File: src/rtl/pipeline_ctrl_unit.sv
// pipeline_ctrl_unit
//   Sequences the IF/ID, ID/EX, EX/MEM and MEM/WB pipeline registers and the PC.
//   Owns the run/halt state machine and a saturating stall-cycle counter.
// Ports
//   CLK, RST                  clock (rising edge), asynchronous active-high reset
//   ihit, dhit                instruction / data access complete this cycle
//   dmemREN_EX_MEM/WEN        load / store pending in EX/MEM
//   halt_EX_MEM               halt instruction resident in EX/MEM
//   dREN_ID_EX, Rt_ID_EX      load in ID/EX and its destination register
//   Rs_IF_ID, Rt_IF_ID        source registers of the instruction in IF/ID
//   redirect_EX               taken branch / jump resolved in EX
//   pc_en, *_en, *_flush      per-stage capture enables and bubble loads
//   imemREN                   instruction fetch request
//   halt                      sticky processor halt
//   stall_cycles              saturating count of RUN cycles with pc_en=0
module pipeline_ctrl_unit #(
    parameter int REGW  = 5,
    parameter int CNT_W = 16
) (
    input  logic             CLK,
    input  logic             RST,
    input  logic             ihit,
    input  logic             dhit,
    input  logic             dmemREN_EX_MEM,
    input  logic             dmemWEN_EX_MEM,
    input  logic             halt_EX_MEM,
    input  logic             dREN_ID_EX,
    input  logic [REGW-1:0]  Rt_ID_EX,
    input  logic [REGW-1:0]  Rs_IF_ID,
    input  logic [REGW-1:0]  Rt_IF_ID,
    input  logic             redirect_EX,
    output logic             pc_en,
    output logic             ifid_en,
    output logic             ifid_flush,
    output logic             idex_en,
    output logic             idex_flush,
    output logic             exmem_en,
    output logic             exmem_flush,
    output logic             memwb_en,
    output logic             imemREN,
    output logic             halt,
    output logic [CNT_W-1:0] stall_cycles
);

    typedef enum logic [1:0] {RUN, HALT_WB, HALTED} state_t;

    state_t state;

    logic dreq, dstall, adv, loadUse;

    assign dreq    = dmemREN_EX_MEM | dmemWEN_EX_MEM;
    assign dstall  = dreq & ~dhit;
    assign adv     = ihit & ~dstall;
    assign loadUse = dREN_ID_EX & (Rt_ID_EX != '0) &
                     ((Rt_ID_EX == Rs_IF_ID) | (Rt_ID_EX == Rt_IF_ID));

    // A flushed stage always has its enable raised too, so the bubble is
    // actually loaded on the edge; this is why exmem_en accompanies
    // exmem_flush during halt entry and data retirement.
    always_comb begin
        pc_en       = 1'b0;
        ifid_en     = 1'b0;
        ifid_flush  = 1'b0;
        idex_en     = 1'b0;
        idex_flush  = 1'b0;
        exmem_en    = 1'b0;
        exmem_flush = 1'b0;
        memwb_en    = 1'b0;
        imemREN     = 1'b0;
        if (!RST) begin
            case (state)
                RUN: begin
                    imemREN = 1'b1;
                    if (halt_EX_MEM && !dstall) begin
                        exmem_en    = 1'b1;
                        exmem_flush = 1'b1;
                        memwb_en    = 1'b1;
                    end else if (dstall) begin
                        // whole pipe frozen
                    end else if (dreq && !ihit) begin
                        exmem_en    = 1'b1;
                        exmem_flush = 1'b1;
                        memwb_en    = 1'b1;
                    end else if (adv && redirect_EX) begin
                        pc_en      = 1'b1;
                        ifid_en    = 1'b1;
                        ifid_flush = 1'b1;
                        idex_en    = 1'b1;
                        idex_flush = 1'b1;
                        exmem_en   = 1'b1;
                        memwb_en   = 1'b1;
                    end else if (adv && loadUse) begin
                        idex_en    = 1'b1;
                        idex_flush = 1'b1;
                        exmem_en   = 1'b1;
                        memwb_en   = 1'b1;
                    end else if (adv) begin
                        pc_en    = 1'b1;
                        ifid_en  = 1'b1;
                        idex_en  = 1'b1;
                        exmem_en = 1'b1;
                        memwb_en = 1'b1;
                    end else begin
                        // fetch outstanding, no data request: bubble into ID/EX
                        idex_en    = 1'b1;
                        idex_flush = 1'b1;
                        exmem_en   = 1'b1;
                        memwb_en   = 1'b1;
                    end
                end
                HALT_WB: memwb_en = 1'b1;
                default: ;
            endcase
        end
    end

    always_ff @(posedge CLK or posedge RST) begin
        if (RST) begin
            state        <= RUN;
            halt         <= 1'b0;
            stall_cycles <= '0;
        end else begin
            case (state)
                RUN: begin
                    if (!pc_en && stall_cycles != '1)
                        stall_cycles <= stall_cycles + CNT_W'(1);
                    if (halt_EX_MEM && !dstall)
                        state <= HALT_WB;
                end
                HALT_WB: begin
                    halt  <= 1'b1;
                    state <= HALTED;
                end
                default: state <= HALTED;
            endcase
        end
    end

endmodule

File: config.mk
export PLATFORM = sky130hd
export DESIGN_NAME = pipeline_ctrl_unit
export DESIGN_NICKNAME = d
export VERILOG_FILES = /design/src/rtl/pipeline_ctrl_unit.sv
export SDC_FILE = /design/constraint.sdc
export NUM_CORES = 1
export LEC_CHECK = 0
export ABC_CLOCK_PERIOD_IN_PS = 2500
export CAP_MARGIN = 20
export CORE_ASPECT_RATIO = 1.25
export CORE_MARGIN = 5
export CORE_UTILIZATION = 41
export DETAILED_ROUTE_END_ITERATION = 10
export PLACE_DENSITY = 0.82
export REMOVE_ABC_BUFFERS = 1
export SLEW_MARGIN = 25
export SYNTH_ARGS = -nofsm -noshare
export SYNTH_HDL_FRONTEND = slang
export SYNTH_SLANG_ARGS = --single-unit
export TNS_END_PERCENT = 50
File: constraint.sdc
create_clock -name CLK -period 2.5 [get_ports CLK]
set_clock_uncertainty 0.1 [all_clocks]
set_input_delay 0.5 -clock CLK [delete_from_list [all_inputs] [get_ports CLK]]
set_output_delay 0.5 -clock CLK [all_outputs]
set_load 0.1 [all_outputs]
==> out/qor.txt <==
CTS sink count: 19
Crit Path Category: input pin to flop
DR iter-0 viols: 30
Power density over cell area: 1020 nW/µm²
# diodes: 0
Post-Place Cells: 215
Reg2reg setup slack: 0.20 ns
Critical Path AT: 2.60 ns
Pin count of the biggest net entering global routing: 20
FF-to-FF End: stall_cycles[1]$_DFFE_PP0P_
TritonCTS buffer count: 3
Setup ws final: -0.000896 ns
HP Class: flop to flop
Initial antenna violation count: 0
Die height: 69.1 µm
Yosys cell types: 34
Crit share post-route: 100%
Outcome: finished with violations
GRT Total Usage: 16.4%
Worst-Margin Slew: 0.873 ns
Share of cells above drive strength 1: 40.1%
WHS Path Cells: 1
Leading area contributor after synthesis: dfrtp_1
DIE WIDTH: 57.3 µm
DRT Wirelength: 3.29 mm
CP max-delay cell: or4_4
Final setup viols: 1
Cells along the critical path: dlygate4sd2_1, or4_4, o21ai_4, buf_4, buf_4, buf_4, buf_4, buf_4, buf_4, nor3_4, a31oi_4, buf_6, mux2_4
First-pass GRT wire length: 5.22 mm
Pins Over Slew Limit: 0
Hpwl dp: 2.53 mm
Post-synth EDFFs: 0
Prevailing post-synth register cell: dfrtp_1
Fmax: 0.400 GHz
Row count: 21
DR WL/cell: 14.5 µm
Area grow syn2layout: 77.5%
Unrepaired setup endpoints after global routing: yes
Cell Area, Synth: 1140 µm²
GRT Residual Overflow: 0
Post-route cell area: 2030 µm²
Delay-heaviest family, CP: buffers and inverters
Total Power: 2070 µW
Crit end category: flop
Slew headroom: 41.1%
Seq/Total Area, Yosys: 41.5%
CTS tree: yes
Top cell type's share of synthesized area: 41.5%
LEAKAGE: 0.000927 µW
Core area: 2680 µm²
Post-synthesis average cell area: 9.87 µm²
Hold Violations, Final: 0
Nets@finish: 218
Worst hold margin: 0.371 ns
Setup TNS: -0.000896 ns
CTS max path bufs: 2
Port bufs: 49
Placer Congestion: 0.753
Post-DP Area: 1860 µm²
CP dominant cell by count: buf_4
Register area: 475 µm²
Synth Register Bits: 19
Max-cap check violation count: 0
R2R depth: 7
Asr flop ratio synth: 100%
WP buf/inv: 8
R2R Path Start: stall_cycles[0]$_DFFE_PP0P_
Post-DRT Antenna Nets: 0
Synthesized instance count: 116
Via count: 1,140
Non-filler cells in the finished layout: 226
DIE AREA: 3960 µm²
Crit Path Max Fanout: 3
Fillers: 178
Area of the multi-input gates: 732 µm²
Worst hold start: halt$_DFFE_PP0P_
# DRC: 0
Yosys warns: 0
Failing checks: negative setup slack
Slowest Stage Delay on Critical Path: 0.44 ns
Hold_buf cts: 0
Data required time of the worst path: 2.60 ns
Max VDD drop: 0.941 mV
Fin crit period: 2.50 ns
CP Launch Type: input pin
Clk root buf: clkbuf_4
Clock slew at reported path FFs: 0.11 ns
Main area contributors after synthesis: dfrtp_1 (42%), xnor2_1 (9.9%), xor2_1 (9.2%)
Clock Latency Late Sink: 0.31 ns
Initial Utilization: 42.7%
DR pass1 iterations: 4
WHS Endpoint: halt$_DFFE_PP0P_
Top-Level Pins: 50
Vias in the first global route: 1,202
CTS HTree Levels: 1
Via/cell ratio: 5.04
final cells by class:
class                      instances  area share, %
multi-input combinational         89           36.0
timing repair buffer              73           35.8
sequential                        19           23.4
clock inverter                     1          0.246
tap                               34           2.09
inverter                           7           1.29
clock buffer                       3           1.11
metrics by stage:
| step | utilization, % | setup WS [ns] |
|---|---|---|
| finish | 75.8 | -0.000896 |
| global route | 75.8 | -0.0540 |
| CTS | 73.0 | -0.00469 |
| detailed placement | 69.3 | -0.311 |
| global placement | 69.3 | -0.271 |
| floorplan | - | -4.17 |
power by group:
part	leakage, µW	internal, µW	switching [µW]
clock network	0.0000177	59.9	101
registers	0.000218	410	120
logic	0.000691	349	1030
cells by family after synthesis:
group	Yosys count	share of synthesized area, %
xor gates and xnor gates	25	19.1
adders and majority gates	1	1.09
muxes	1	1.31
buffers and inverters	8	2.95
DFF	19	41.5
AOI/OAI and AO/OA	9	8.42
and+or+nand+nor	53	25.6
cell usage in the layout (no fill, tap or decap), types with 2 or more instances in the layout:
cell type	synthesis	final
clkdlybuf4s50_1	0	14
buf_4	1	39
buf_2	0	2
nand3_1	4	4
nor3_4	0	3
dlymetal6s2s_1	0	4
xnor2_1	13	13
xor2_1	12	12
clkbuf_4	0	3
nor3_1	8	3
nor4b_2	1	2
nand2_1	10	10
inv_1	7	7
nor3_2	2	4
dfrtp_1	19	19
and3_1	2	2
buf_12	0	10
nor2_1	13	13
nand4_1	2	2
routing by layer:
metal / share of wire, % / track usage (%)
met1: 35 / 16.6
met4: 0.88 / 4.12
met2: 57 / 31.6
met3: 7.1 / 4.66
met5: 0 / 0
what timing repair did:
item / in CTS / in global routing
pin swaps: 5 / 9
setup endpoints to repair: 5 / 22
gates resized for setup: 21 / 15
buffers inserted: 5 / 2
sequential cells by signal, summed over array words and instances, names as in the netlist:
signal and count:
halt 1, stall_cycles 16, state 2
cell usage after synthesis, drive strengths merged, types with 2 or more instances:
cell type	number
inv	7
and2	2
xor2	12
nand2	10
xnor2	13
dfrtp	19
and3	2
nand3	4
nand4	2
nor2	13
nor3	10
nor4b	2
worst max path at each step:
stage                             endpoint         from  slack (ns)  cells after the start
2_1_floorplan                   idex_flush          RST       -4.17                      4
3_3_place_gp                    idex_flush  Rt_ID_EX[1]       -0.27                      7
3_5_place_dp                    idex_flush  Rt_ID_EX[2]       -0.31                      7
4_1_cts                         idex_flush  Rt_IF_ID[2]      -0.005                      8
5_1_grt                         idex_flush  Rt_ID_EX[3]       -0.05                      7
6_report       stall_cycles[1]$_DFFE_PP0P_  Rt_ID_EX[1]     -0.0009                     13
(Power assumes the default switching activity.)
